<file path="config.mk">
export PLATFORM = sky130hd
export DESIGN_NAME = vga_sync_gen
export DESIGN_NICKNAME = d
export VERILOG_FILES = /design/src/rtl/vga_timing_pkg.sv /design/src/rtl/vga_axis_counter.sv /design/src/rtl/vga_sync_gen.sv
export SDC_FILE = /design/constraint.sdc
export NUM_CORES = 1
export LEC_CHECK = 0
export CAP_MARGIN = 20
export CELL_PAD_IN_SITES_DETAIL_PLACEMENT = 0
export CELL_PAD_IN_SITES_GLOBAL_PLACEMENT = 1
export CORE_MARGIN = 4
export CORE_UTILIZATION = 30
export CTS_CLUSTER_SIZE = 12
export DETAILED_ROUTE_END_ITERATION = 10
export HOLD_SLACK_MARGIN = 0.12
export PLACE_DENSITY = 0.66
export SYNTH_ARGS = -nofsm -noshare
export SYNTH_HDL_FRONTEND = slang
export SYNTH_HIERARCHICAL = 1
export SYNTH_SLANG_ARGS = --single-unit
export TNS_END_PERCENT = 30
</file>
<file path="constraint.sdc">
create_clock -name clock -period 2.65 [get_ports clock]
set_input_delay 0.53 -clock clock [delete_from_list [all_inputs] [get_ports clock]]
set_output_delay 0.53 -clock clock [all_outputs]
set_load 0.03 [all_outputs]
</file>
<file path="src/rtl/vga_timing_pkg.sv">
// Shared raster timing constants and helpers for the VGA sync generator.
// Defaults describe 640x480 @ 60 Hz with a 25 MHz pixel rate.
package vga_timing_pkg;

  localparam int COORD_W   = 10;
  localparam int COORD_MAX = 1024;

  localparam int DEF_CLK_DIV   = 2;
  localparam int DEF_H_VISIBLE = 640;
  localparam int DEF_H_FRONT   = 16;
  localparam int DEF_H_SYNC    = 96;
  localparam int DEF_H_BACK    = 48;
  localparam int DEF_V_VISIBLE = 480;
  localparam int DEF_V_FRONT   = 10;
  localparam int DEF_V_SYNC    = 2;
  localparam int DEF_V_BACK    = 33;

  function automatic int h_total(input int visible, input int front,
                                 input int sync_w, input int back);
    return visible + front + sync_w + back;
  endfunction

  function automatic int v_total(input int visible, input int front,
                                 input int sync_w, input int back);
    return visible + front + sync_w + back;
  endfunction

  // True when pos lies in [lo, lo+len).
  function automatic logic in_window(input logic [COORD_W-1:0] pos,
                                     input int lo, input int len);
    return (int'(pos) >= lo) && (int'(pos) < lo + len);
  endfunction

endpackage

</file>
<file path="src/rtl/vga_axis_counter.sv">
// Wrap-around position counter used for both raster axes; wrap_o flags the
// last position so the caller can chain the next axis.
module vga_axis_counter
  import vga_timing_pkg::*;
(
  input  logic               clk_i,
  input  logic               rst_i,
  input  logic               advance_i,
  input  logic [COORD_W-1:0] limit_i,
  output logic [COORD_W-1:0] count_o,
  output logic               wrap_o
);

  logic [COORD_W-1:0] count_q;
  logic [COORD_W-1:0] count_d;

  assign wrap_o  = (count_q == limit_i);
  assign count_o = count_q;

  // Next count: hold, step, or wrap to zero at the limit.
  always_comb begin
    count_d = count_q;
    if (advance_i) begin
      if (wrap_o) begin
        count_d = {COORD_W{1'b0}};
      end else begin
        count_d = count_q + COORD_W'(1);
      end
    end else begin
      count_d = count_q;
    end
  end

  // Count register.
  always_ff @(posedge clk_i or posedge rst_i) begin
    if (rst_i) begin
      count_q <= {COORD_W{1'b0}};
    end else begin
      count_q <= count_d;
    end
  end

endmodule

</file>
<file path="src/rtl/vga_sync_gen.sv">
// VGA raster timing: pixel divider, H/V counters, registered coordinate
// decodes, and sync outputs delayed to match the downstream RGB register.
module vga_sync_gen
  import vga_timing_pkg::*;
#(
  parameter int CLK_DIV      = DEF_CLK_DIV,
  parameter int H_VISIBLE    = DEF_H_VISIBLE,
  parameter int H_FRONT      = DEF_H_FRONT,
  parameter int H_SYNC       = DEF_H_SYNC,
  parameter int H_BACK       = DEF_H_BACK,
  parameter int V_VISIBLE    = DEF_V_VISIBLE,
  parameter int V_FRONT      = DEF_V_FRONT,
  parameter int V_SYNC       = DEF_V_SYNC,
  parameter int V_BACK       = DEF_V_BACK,
  parameter int HSYNC_ACTIVE = 0,
  parameter int VSYNC_ACTIVE = 0,
  parameter int SYNC_DELAY   = 1
) (
  input  logic               clock,
  input  logic               reset,
  output logic               pixel_tick,
  output logic [COORD_W-1:0] pixel_x,
  output logic [COORD_W-1:0] pixel_y,
  output logic               video_on,
  output logic               hsync,
  output logic               vsync,
  output logic               line_start,
  output logic               frame_start
);

  localparam int H_TOTAL  = h_total(H_VISIBLE, H_FRONT, H_SYNC, H_BACK);
  localparam int V_TOTAL  = v_total(V_VISIBLE, V_FRONT, V_SYNC, V_BACK);
  localparam int HS_START = H_VISIBLE + H_FRONT;
  localparam int VS_START = V_VISIBLE + V_FRONT;

  localparam logic [3:0]         DIV_LAST = 4'(CLK_DIV - 1);
  localparam logic [COORD_W-1:0] H_LAST   = COORD_W'(H_TOTAL - 1);
  localparam logic [COORD_W-1:0] V_LAST   = COORD_W'(V_TOTAL - 1);
  localparam logic [COORD_W-1:0] H_VIS    = COORD_W'(H_VISIBLE);
  localparam logic [COORD_W-1:0] V_VIS    = COORD_W'(V_VISIBLE);
  localparam logic               HS_ON    = 1'(HSYNC_ACTIVE);
  localparam logic               VS_ON    = 1'(VSYNC_ACTIVE);

  if (H_TOTAL > COORD_MAX || V_TOTAL > COORD_MAX) begin : g_total_chk
    $error("vga_sync_gen: H_TOTAL/V_TOTAL exceed the 10-bit coordinate range");
  end
  if (CLK_DIV < 1 || CLK_DIV > 16) begin : g_div_chk
    $error("vga_sync_gen: CLK_DIV must be 1..16");
  end
  if (SYNC_DELAY < 0 || SYNC_DELAY > 4) begin : g_dly_chk
    $error("vga_sync_gen: SYNC_DELAY must be 0..4");
  end

  logic [3:0]         div_cnt_q, div_cnt_d;
  logic               tick_s, v_adv_s;
  logic               h_wrap_s, v_wrap_s;
  logic [COORD_W-1:0] h_cnt_s, v_cnt_s;

  logic               pixel_tick_q;
  logic [COORD_W-1:0] pixel_x_q, pixel_y_q;
  logic               video_on_q, video_on_d;
  logic               line_wrap_q, line_wrap_d;
  logic               frame_wrap_q, frame_wrap_d;
  logic               line_start_q, frame_start_q;
  logic               hs_raw_d, vs_raw_d;
  logic [SYNC_DELAY:0] hs_pipe_q, hs_pipe_d;
  logic [SYNC_DELAY:0] vs_pipe_q, vs_pipe_d;

  assign tick_s  = (div_cnt_q == DIV_LAST);
  assign v_adv_s = tick_s & h_wrap_s;

  vga_axis_counter u_h_cnt (
    .clk_i     (clock),
    .rst_i     (reset),
    .advance_i (tick_s),
    .limit_i   (H_LAST),
    .count_o   (h_cnt_s),
    .wrap_o    (h_wrap_s)
  );

  vga_axis_counter u_v_cnt (
    .clk_i     (clock),
    .rst_i     (reset),
    .advance_i (v_adv_s),
    .limit_i   (V_LAST),
    .count_o   (v_cnt_s),
    .wrap_o    (v_wrap_s)
  );

  // Stage 0 of each sync pipe is the raw decode, aligned with pixel_x/pixel_y.
  if (SYNC_DELAY == 0) begin : g_no_dly
    assign hs_pipe_d = hs_raw_d;
    assign vs_pipe_d = vs_raw_d;
  end else begin : g_dly
    assign hs_pipe_d = {hs_pipe_q[SYNC_DELAY-1:0], hs_raw_d};
    assign vs_pipe_d = {vs_pipe_q[SYNC_DELAY-1:0], vs_raw_d};
  end

  // Divider step and counter decodes feeding the output register stage.
  always_comb begin
    div_cnt_d    = div_cnt_q;
    video_on_d   = 1'b0;
    hs_raw_d     = ~HS_ON;
    vs_raw_d     = ~VS_ON;
    line_wrap_d  = tick_s & h_wrap_s;
    frame_wrap_d = tick_s & h_wrap_s & v_wrap_s;

    if (tick_s) begin
      div_cnt_d = 4'd0;
    end else begin
      div_cnt_d = div_cnt_q + 4'd1;
    end

    video_on_d = (h_cnt_s < H_VIS) && (v_cnt_s < V_VIS);

    if (in_window(h_cnt_s, HS_START, H_SYNC)) begin
      hs_raw_d = HS_ON;
    end else begin
      hs_raw_d = ~HS_ON;
    end

    if (in_window(v_cnt_s, VS_START, V_SYNC)) begin
      vs_raw_d = VS_ON;
    end else begin
      vs_raw_d = ~VS_ON;
    end
  end

  // Divider and output registers; the wrap flags delay start pulses so they
  // land in the first clock that shows the new coordinate.
  always_ff @(posedge clock or posedge reset) begin
    if (reset) begin
      div_cnt_q     <= 4'd0;
      pixel_tick_q  <= 1'b0;
      pixel_x_q     <= {COORD_W{1'b0}};
      pixel_y_q     <= {COORD_W{1'b0}};
      video_on_q    <= 1'b0;
      line_wrap_q   <= 1'b0;
      frame_wrap_q  <= 1'b0;
      line_start_q  <= 1'b0;
      frame_start_q <= 1'b0;
      hs_pipe_q     <= {(SYNC_DELAY+1){~HS_ON}};
      vs_pipe_q     <= {(SYNC_DELAY+1){~VS_ON}};
    end else begin
      div_cnt_q     <= div_cnt_d;
      pixel_tick_q  <= tick_s;
      pixel_x_q     <= h_cnt_s;
      pixel_y_q     <= v_cnt_s;
      video_on_q    <= video_on_d;
      line_wrap_q   <= line_wrap_d;
      frame_wrap_q  <= frame_wrap_d;
      line_start_q  <= line_wrap_q;
      frame_start_q <= frame_wrap_q;
      hs_pipe_q     <= hs_pipe_d;
      vs_pipe_q     <= vs_pipe_d;
    end
  end

  assign pixel_tick  = pixel_tick_q;
  assign pixel_x     = pixel_x_q;
  assign pixel_y     = pixel_y_q;
  assign video_on    = video_on_q;
  assign line_start  = line_start_q;
  assign frame_start = frame_start_q;
  assign hsync       = hs_pipe_q[SYNC_DELAY];
  assign vsync       = vs_pipe_q[SYNC_DELAY];

endmodule

</file>
# After elaboration in Yosys (flattened, before gate mapping)
# Index checks and enable logic that the tools add are counted.
dict set report word_totals {
  mem_bits_rw 0
  output_inout_bits 26
  latchBits 0
  input_bits 2
  mem_count 0
  romBits 0
  elab_cells 35
  register_bits 54
}
dict set report op_classes {
  n_shift 0
  n_eq_ne 3
  order_cmp 6
  n_reduce_logical 3
  bitwise 2
  n_mux 5
  multipliers 0
  add_sub_neg 3
  div 0
}
# operator count
set ops {}
lappend ops {{$add 10x1->10 const B} 2}
lappend ops {{$eq 10x10->1 const B} 2}
lappend ops {{$lt 10x10->1 const B} 2}
lappend ops {{$lt 10x9->1 const B} 2}
lappend ops {{$mux 10} 2}
lappend ops {{$ge 10x10->1 const B} 1}
lappend ops {{$ge 10x9->1 const B} 1}
lappend ops {{$add 4x1->4 const B} 1}
lappend ops {{$eq 4x1->1 const B} 1}
lappend ops {{$mux 4} 1}
lappend ops {{$logic_and 1x1->1} 3}
lappend ops {{$and 1x1->1} 2}
lappend ops {{$mux 1} 2}

# Longest topological paths before layout
# Gate-level depths: netlist of the first run.
dict set report depth {
  ltp_word 3
  mapped_depth 10
  ltp_nobuf 8
}

# Modules after synthesis
# Netlist of the first run, hierarchy kept.
# mod area_per_inst_um2 cells_each instances seq_area_each_um2
set modules_own_cells {}
lappend modules_own_cells {vga_axis_counter 630.6 65 2 250.2}
lappend modules_own_cells {vga_sync_gen 1017.2 57 1 855.8}

# Worst setup path after synthesis of the first run
# OpenSTA, ideal clock, no wires.
dict set report synth_path {
  kind {reg2reg}
  start {register u_h_cnt.count_q[5], in the netlist u_h_cnt/count_o[5]}
  end {register u_v_cnt.count_q[5], in the netlist u_v_cnt/count_o[5]}
  setup_ns 0.077
  path_slack_ns 0.551
  path_stages_with_launch 11
  period_less_slack_ns 2.099
  path_buffers 2
  t_required_ns 2.573
  t_arrival_ns 2.022
  cell_sequence {dfrtp_1 xnor2_1 nand4_1 nor4_2 buf_4 and2_2 buf_4 and4_1 nand3_1 xor2_1 a21oi_1}
}
dict set report synth_via {
  elab_chain_len 2
}
# element line
set synth_lines {}
lappend synth_lines {{start: declaration} vga_axis_counter.sv:14} ;# logic [COORD_W-1:0] count_q;
lappend synth_lines {{start signal: assignment} vga_axis_counter.sv:37} ;# count_q <= {COORD_W{1'b0}};
lappend synth_lines {{start signal: assignment} vga_axis_counter.sv:39} ;# count_q <= count_d;
lappend synth_lines {{$eq 10x10->1} vga_axis_counter.sv:17} ;# assign wrap_o = (count_q == limit_i);
lappend synth_lines {{named net h_wrap_s} vga_sync_gen.sv:56} ;# logic h_wrap_s, v_wrap_s;
lappend synth_lines {{$and 1x1->1} -}
lappend synth_lines {{named net line_wrap_d} vga_sync_gen.sv:62} ;# logic line_wrap_q, line_wrap_d;
lappend synth_lines {{end signal: assignment} vga_axis_counter.sv:37}
lappend synth_lines {{end signal: assignment} vga_axis_counter.sv:39}
lappend synth_lines {{end: declaration} vga_axis_counter.sv:14}
# The timed path passes the listed nets, and every way through them passes these cells.
# A chain may end at the register's enable or synchronous reset.

# Final worst setup path of the first run
# Ends and elaborated chain as after synthesis.

==> results of run 1 <==
==> sequential cells by signal, indices dropped and copies added, names as in the netlist <==
register / count
frame_wrap_q: 1
line_wrap_q: 1
frame_start: 1
video_on: 1
hs_pipe_q: 2
pixel_tick: 1
line_start: 1
pixel_y: 10
pixel_x: 10
div_cnt_q: 4
u_v_cnt/count_o: 10
vs_pipe_q: 2
u_h_cnt/count_o: 10
==> worst paths after layout <==
path	startpoint	endpoint	slack, ps	cells past startpoint
max reg2reg	u_h_cnt/count_o[5]	u_v_cnt/count_o[5]	490	8
min reg2reg	hs_pipe_q[0]	hs_pipe_q[1]	360	0
min in group asynchronous	reset	u_v_cnt/count_o[0]	560	2
min	hs_pipe_q[0]	hs_pipe_q[1]	360	0
max	u_h_cnt/count_o[5]	u_v_cnt/count_o[5]	490	8
max in group asynchronous	reset	vs_pipe_q[1]	1630	3
==> cells in the final DEF, fill, tap and decap left out <==
cell | synthesis | layout
sky130_fd_sc_hd__dfrtp_1 | 50 | 50
sky130_fd_sc_hd__clkdlybuf4s50_1 | 0 | 27
sky130_fd_sc_hd__xnor2_1 | 20 | 20
sky130_fd_sc_hd__conb_1 | 2 | 20
sky130_fd_sc_hd__a21oi_1 | 20 | 20
sky130_fd_sc_hd__nand3_1 | 16 | 16
sky130_fd_sc_hd__xor2_1 | 14 | 14
sky130_fd_sc_hd__nand2_1 | 9 | 9
sky130_fd_sc_hd__clkbuf_8 | 0 | 8
sky130_fd_sc_hd__buf_4 | 4 | 6
sky130_fd_sc_hd__o21ai_0 | 5 | 5
sky130_fd_sc_hd__and4_1 | 5 | 5
sky130_fd_sc_hd__and3_1 | 5 | 5
sky130_fd_sc_hd__nand4_1 | 5 | 5
sky130_fd_sc_hd__inv_1 | 4 | 4
sky130_fd_sc_hd__dfstp_2 | 4 | 4
sky130_fd_sc_hd__mux2_2 | 4 | 4
sky130_fd_sc_hd__nor4_2 | 2 | 2
sky130_fd_sc_hd__mux2i_1 | 2 | 2
sky130_fd_sc_hd__a21o_1 | 2 | 2
sky130_fd_sc_hd__ha_1 | 2 | 2
sky130_fd_sc_hd__o21bai_1 | 1 | 1
sky130_fd_sc_hd__or2b_1 | 1 | 1
sky130_fd_sc_hd__nor4b_4 | 1 | 1
sky130_fd_sc_hd__o21a_1 | 1 | 1
sky130_fd_sc_hd__nor3_1 | 1 | 1
sky130_fd_sc_hd__and2_2 | 1 | 1
sky130_fd_sc_hd__nor4bb_1 | 1 | 1
sky130_fd_sc_hd__nand3b_1 | 1 | 1
sky130_fd_sc_hd__nor2b_1 | 1 | 1
sky130_fd_sc_hd__or3_1 | 1 | 1
==> metal layers <==
layer / GRT usage [%] / share of wire, % / vias to the layer above
met1: 14.46 / 48 / 689
met3: 2.526 / 3.9 / 10
met4: 5.649 / 2.4 / 0
met5: 0 / 0 / -
li1: - / - / 727
met2: 15.57 / 46 / 32
==> metrics by stage <==
stage	worst slack (ps)	hold WS, ps
floorplan	550.6	331.2
global placement	551.3	336.0
detailed placement	520.2	341.9
CTS	486.9	361.5
global route	238.7	364.0
finish	493.8	359.0
==> area by class of cell <==
| cell class | count | area (sq um) | area share (%) |
|---|---|---|---|
| Sequential cell | 54 | 1356 | 47.46 |
| Multi-Input combinational cell | 141 | 937.1 | 32.79 |
| Timing Repair Buffer | 33 | 315.3 | 11.03 |
| Tap cell | 99 | 123.9 | 4.335 |
| Clock buffer | 8 | 110.1 | 3.853 |
| Inverter | 4 | 15.01 | 0.5254 |
==> report_power, final <==
group,internal [W],switching [W],total [W]
sequential,0.000849,0.0000230,0.000872
clock,0.000264,0.000258,0.000522
combinational,0.0000749,0.0000917,0.000167
total,0.00119,0.000373,0.00156
==> kinds of logic (layout without fill, tap and decap cells) <==
kind of cell	after synthesis	after routing	synth area share, %
other cells	2	20	0.3296
mux	6	6	2.855
compound gates	29	29	6.809
simple gates	50	50	14.00
xor+xnor	34	34	13.07
flops	54	54	59.53
buf+inv	10	45	2.306
fa+ha+maj	2	2	1.098
==> results.toml, run 1 <==
[status]
outcome = "complete, no violations"

[placed_design]
placed_area_sq_mm = 0.002748
routabilityCongestion = 0.7413
quantity_of_i_o_buffers_inserted_on_ports = 27
dp.final_hpwl_mm = 2.890
placed_cells_incl_taps = 331

[timing]
final_hold_viols = 0
final_tns_setup_ps = 0
setup_viol = 0
worst_skew_ps = 9.082
finalCritPeriodShare_pct = 81.37
slew_violations = 0
grt_setup_unrepaired = "false"
finalCriticalPeriod_ps = 2156
max_freq_ghz = 0.4638

[die]
core_region_area_sq_mm = 0.007331
die_h_microns = 95.15
die_area_sq_mm = 0.009054
core.rowCount = 31
pin_count = 28
initial_core_util_pct = 31.08
fp.dieW_microns = 95.15

[worst_setup_path]
crit_required_ps = 2890
crit_path_max_fanout = 14
slowest_stage = "sky130_fd_sc_hd__dfrtp_1"
critical_path_arrival_ps = 2400
timing.critical_path.buf_inv = 0
critPathMaxStageDelay_ps = 480
path_cells = "xnor2_1, nand4_1, nor4_2, and2_2, and4_1, nand3_1, xor2_1, a21oi_1"
critical_path.endpoint_type = "register"
critical_path_class = "register to register"
cp-start-kind = "register"
critPathTopFamily = "simple AND/OR/NAND/NOR gates"

[clock_network]
clk_root_buffer_cell = "sky130_fd_sc_hd__clkbuf_8"
clock_latency_ps = 300
holdBufCountCts = 0
clkSinkCount = 54
tritoncts = "done"
cts_made_buffers = 5
clock_pin_slew_reported_for_the_worst_setup_and_hold_paths_after_clock_tree_synthesis_ps = 90
cts_max_level = 2
post_cts_buffers = 0
clk_path_buf_depth = 2
cts-resized-gates = 0

[detailed_routing]
postRouteAntennaNets = 0
route.detailed.vias_per_inst = 4.301
route.vias.total = 1458
route.final.wire_length_mm = 4.277
detail_route.iter0.violations = 122
drt_first_pass_iters = 5
final_routed_wire_length_divided_by_cell_count_microns = 12.62
drc = 0

[yosys]
synth.top_cells.by_area = "sky130_fd_sc_hd__dfrtp_1 55%, sky130_fd_sc_hd__xnor2_1 7.7%, sky130_fd_sc_hd__xor2_1 5.4%, sky130_fd_sc_hd__dfstp_2 4.6%, sky130_fd_sc_hd__a21oi_1 4.4%"
synth_enable_flop_cells = 0
synthesis.area_sq_mm = 0.002278
ffs_w_async_s_r_synth_pct = 100.0
post_synth.cell_area_avg_sq_um = 12.18
share_of_synthesized_area_occupied_by_flip_flops_and_latches_pct = 59.53
synth_top_area_cell = "sky130_fd_sc_hd__dfrtp_1"
syn-instance-count = 187
synth-warning-count = 6
synthDistinctLibCells = 30
synth_commonest_cells = "50 x sky130_fd_sc_hd__dfrtp_1, 20 x sky130_fd_sc_hd__a21oi_1, 20 x sky130_fd_sc_hd__xnor2_1, 16 x sky130_fd_sc_hd__nand3_1, 14 x sky130_fd_sc_hd__xor2_1"
synth.ff_latch_count = 54
yosys.area.top_type_share_pct = 54.91
post-synth-top-count-cell = "sky130_fd_sc_hd__dfrtp_1"
most_used_dff_post_synth = "sky130_fd_sc_hd__dfrtp_1"

[layout]
stdcell_count = 339
num-fill-cells = 712
antenna_cells = 0
post-route-cell-area_sq_mm = 0.002858
area.growth.synth_to_final_pct = 25.43
num-nets-final = 243
layout-drive-gt1-share_pct = 10.83
post_route_core_utilization_pct = 38.98

[global_routing]
grt_overflow = 0
grt_max_degree = 35
antenna_found_initial = 0
global_route.usage.total_pct = 10.62
global_route_wire_length_before_repair_mm = 7.320
grt_pass1_vias = 1434

[power]
p_per_area_mw_per_mm2 = 546.1
peakVddDrop_uv = 190.9
total_leakage_power_nw = 1.298
finalPower_w = 0.001561

[job]
max_cap_viol_count = 0

[hold_path]
hold_class = "register to register"
No activity file was read; power rests on OpenSTA's default activity.
==> run 2, diff against run 1 <==
--- a/config.mk
+++ b/config.mk
@@ -13,7 +13,7 @@
 export CTS_CLUSTER_SIZE = 12
 export DETAILED_ROUTE_END_ITERATION = 10
 export HOLD_SLACK_MARGIN = 0.12
-export PLACE_DENSITY = 0.66
+export PLACE_DENSITY = 0.68
 export SYNTH_ARGS = -nofsm -noshare
 export SYNTH_HDL_FRONTEND = slang
 export SYNTH_HIERARCHICAL = 1
==> constraint.sdc (replaced) <==
create_clock -name clock -period 1.85 [get_ports clock]
set_input_delay 0.37 -clock clock [delete_from_list [all_inputs] [get_ports clock]]
set_output_delay 0.37 -clock clock [all_outputs]
set_load 0.03 [all_outputs]
==> results.toml, run 2 (synthesis gave the netlist of run 1 again) <==
[placed_design]
placed_cells_incl_taps = 346
quantity_of_i_o_buffers_inserted_on_ports = 27
dp.final_hpwl_mm = 3.117
routabilityCongestion = 0.7264

[timing]
setup_viol = 2
grt_setup_unrepaired = "true"
max_freq_ghz = 0.5318
finalCriticalPeriod_ps = 1880
timing.hold.ws_ps = 356.1
finalCritPeriodShare_pct = 101.6
final_hold_viols = 0
slew_violations = 0
setup_slack_ps = -30.30
worst_skew_ps = 5.791

[global_routing]
grt_max_degree = 35
grt_overflow = 0
global_route.usage.total_pct = 10.78
grt_pass1_vias = 1523
antenna_found_initial = 0
global_route_wire_length_before_repair_mm = 7.534

[layout]
most_common_cell_after_layout_fill_and_taps_aside = "sky130_fd_sc_hd__dfrtp_1"
stdcell_count = 360
num-fill-cells = 694
area.growth.synth_to_final_pct = 35.48
seq_area_sq_mm = 0.001358
layout-drive-gt1-share_pct = 20.31
num-nets-final = 264
antenna_cells = 0
multiInputGateArea_sq_um = 957.2
post_route_core_utilization_pct = 42.11
layout_common_cells = "49 x sky130_fd_sc_hd__dfrtp_1, 25 x sky130_fd_sc_hd__clkdlybuf4s50_1, 25 x sky130_fd_sc_hd__buf_4"

[worst_setup_path]
r2r_slack_ps = -30
cp-start-kind = "register"
crit_required_ps = 2080
critical_path_class = "register to register"
origin_of_the_worst_setup_path = "u_h_cnt/count_o[7]"
critical_path.endpoint_type = "register"
critical_path_arrival_ps = 2110
crit_path_max_fanout = 5
launch_point_of_the_worst_reg_to_reg_path = "u_h_cnt/count_o[7]"
worst_r2r_path_depth = 8
setup.worst_path.end = "u_v_cnt/count_o[5]"
reg2reg_to = "u_v_cnt/count_o[5]"

[die]
die_h_microns = 95.15
fp.dieW_microns = 95.15
core.rowCount = 31
pin_count = 28
initial_core_util_pct = 31.08
die_area_sq_mm = 0.009054
core_region_area_sq_mm = 0.007331

[status]
failed_checks = "negative setup slack"
outcome = "finished with violations"

[clock_network]
clock_pin_slew_reported_for_the_worst_setup_and_hold_paths_after_clock_tree_synthesis_ps = 90
holdBufCountCts = 0
clkSinkCount = 54
cts_made_buffers = 5
tritoncts = "done"
clk_root_buffer_cell = "sky130_fd_sc_hd__clkbuf_8"
clock_latency_ps = 300
clk_path_buf_depth = 2
cts_max_level = 2

[power]
power.internal_w = 0.001920
sequentialPowerShare_pct = 50.0
total_leakage_power_nw = 1.422
power_switching_share_pct = 21.92
clock_power_share_pct = 38.4
switching_power_w = 0.0005390
power_frac_comb_pct = 11.5
p_per_area_mw_per_mm2 = 796.5
peakVddDrop_uv = 369.0

[job]
max_cap_viol_count = 0

[detailed_routing]
route.detailed.vias_per_inst = 4.350
drc = 0
postRouteAntennaNets = 0
final_routed_wire_length_divided_by_cell_count_microns = 12.20
detail_route.iter0.violations = 74
route.vias.total = 1566
route.final.wire_length_mm = 4.393
drt_first_pass_iters = 4

[hold_path]
hold_class = "register to register"
==> run 2: cell count changes in the layout (fill, tap and decap cells not counted), moves of 2 or more <==
| cell | change |
|---|---|
| sky130_fd_sc_hd__buf_4 | +19 |
| sky130_fd_sc_hd__bufinv_16 | +2 |
| sky130_fd_sc_hd__clkbuf_8 | -2 |
| sky130_fd_sc_hd__clkdlybuf4s50_1 | -2 |
| sky130_fd_sc_hd__dlygate4sd2_1 | +2 |
| sky130_fd_sc_hd__o21ai_0 | -2 |
| sky130_fd_sc_hd__o21ai_2 | +2 |
==> run 2: critical path: stages, from the launching register on <==
cell	delay (ps)
sky130_fd_sc_hd__dfrtp_1	400
sky130_fd_sc_hd__xnor2_1	180
sky130_fd_sc_hd__nand4_1	120
sky130_fd_sc_hd__nor4_2	290
sky130_fd_sc_hd__and2_4	210
sky130_fd_sc_hd__and4_4	240
sky130_fd_sc_hd__nand3_1	100
sky130_fd_sc_hd__xor2_1	150
sky130_fd_sc_hd__a21oi_1	130
==> run 2: layout make-up <==
class,count,area share [%]
repair buffers,54,15.89
well taps,99,4.013
flip-flops and latches,54,43.98
multi-input cells,141,31.01
inverters,4,0.4864
clock buffers,6,2.675
clock inverters,2,1.946
==> run 2: how the worst min path moves through the flow <==
stage	endpoint	slack (ps)	start	cells past startpoint
finish	frame_start	360	frame_wrap_q	0
global route	vs_pipe_q[1]	370	vs_pipe_q[0]	0
CTS	frame_start	360	frame_wrap_q	0
floorplan	u_h_cnt/count_o[1]	210	reset	1
global placement	frame_start	340	frame_wrap_q	0
detailed placement	frame_start	340	frame_wrap_q	0
==> run 2: layer usage <==
layer / GRT usage (%) / up-vias / routed length, microns
li1: - / 769 / -
met1: 14.72 / 762 / 2048
met2: 16.50 / 31 / 2095
met3: 2.920 / 4 / 189
met4: 3.606 / 0 / 59
met5: 0 / - / 0
==> run 2: repair_timing <==
action,CTS,global route
resized for setup,2,8
setup endpoints to repair,7,12
buffers inserted,2,4
pin swaps,1,5
==> run 2: stage by stage <==
stage	area (sq um)	setup TNS (ps)	total power, W	setup slack [ps]
3_5_place_dp	2878	-15.75	0.001540	-9.138
5_1_grt	3087	-818.2	0.002589	-140.5
6_report	3087	-36.95	0.002459	-30.30
2_1_floorplan	2355	0	0.001435	178.2
3_3_place_gp	2878	0	0.001539	23.76
4_1_cts	3033	-18.79	0.002485	-8.662
==> run 2: power groups by stage <==
stage / clock network, W / logic [W] / registers [W]
after global routing: 0.00104 / 0.000315 / 0.00124
after global placement: 0 / 0.000286 / 0.00125
final: 0.000944 / 0.000284 / 0.00123
after floorplan: 0 / 0.000130 / 0.00131
after detailed placement: 0 / 0.000286 / 0.00125
after CTS: 0.000967 / 0.000287 / 0.00123
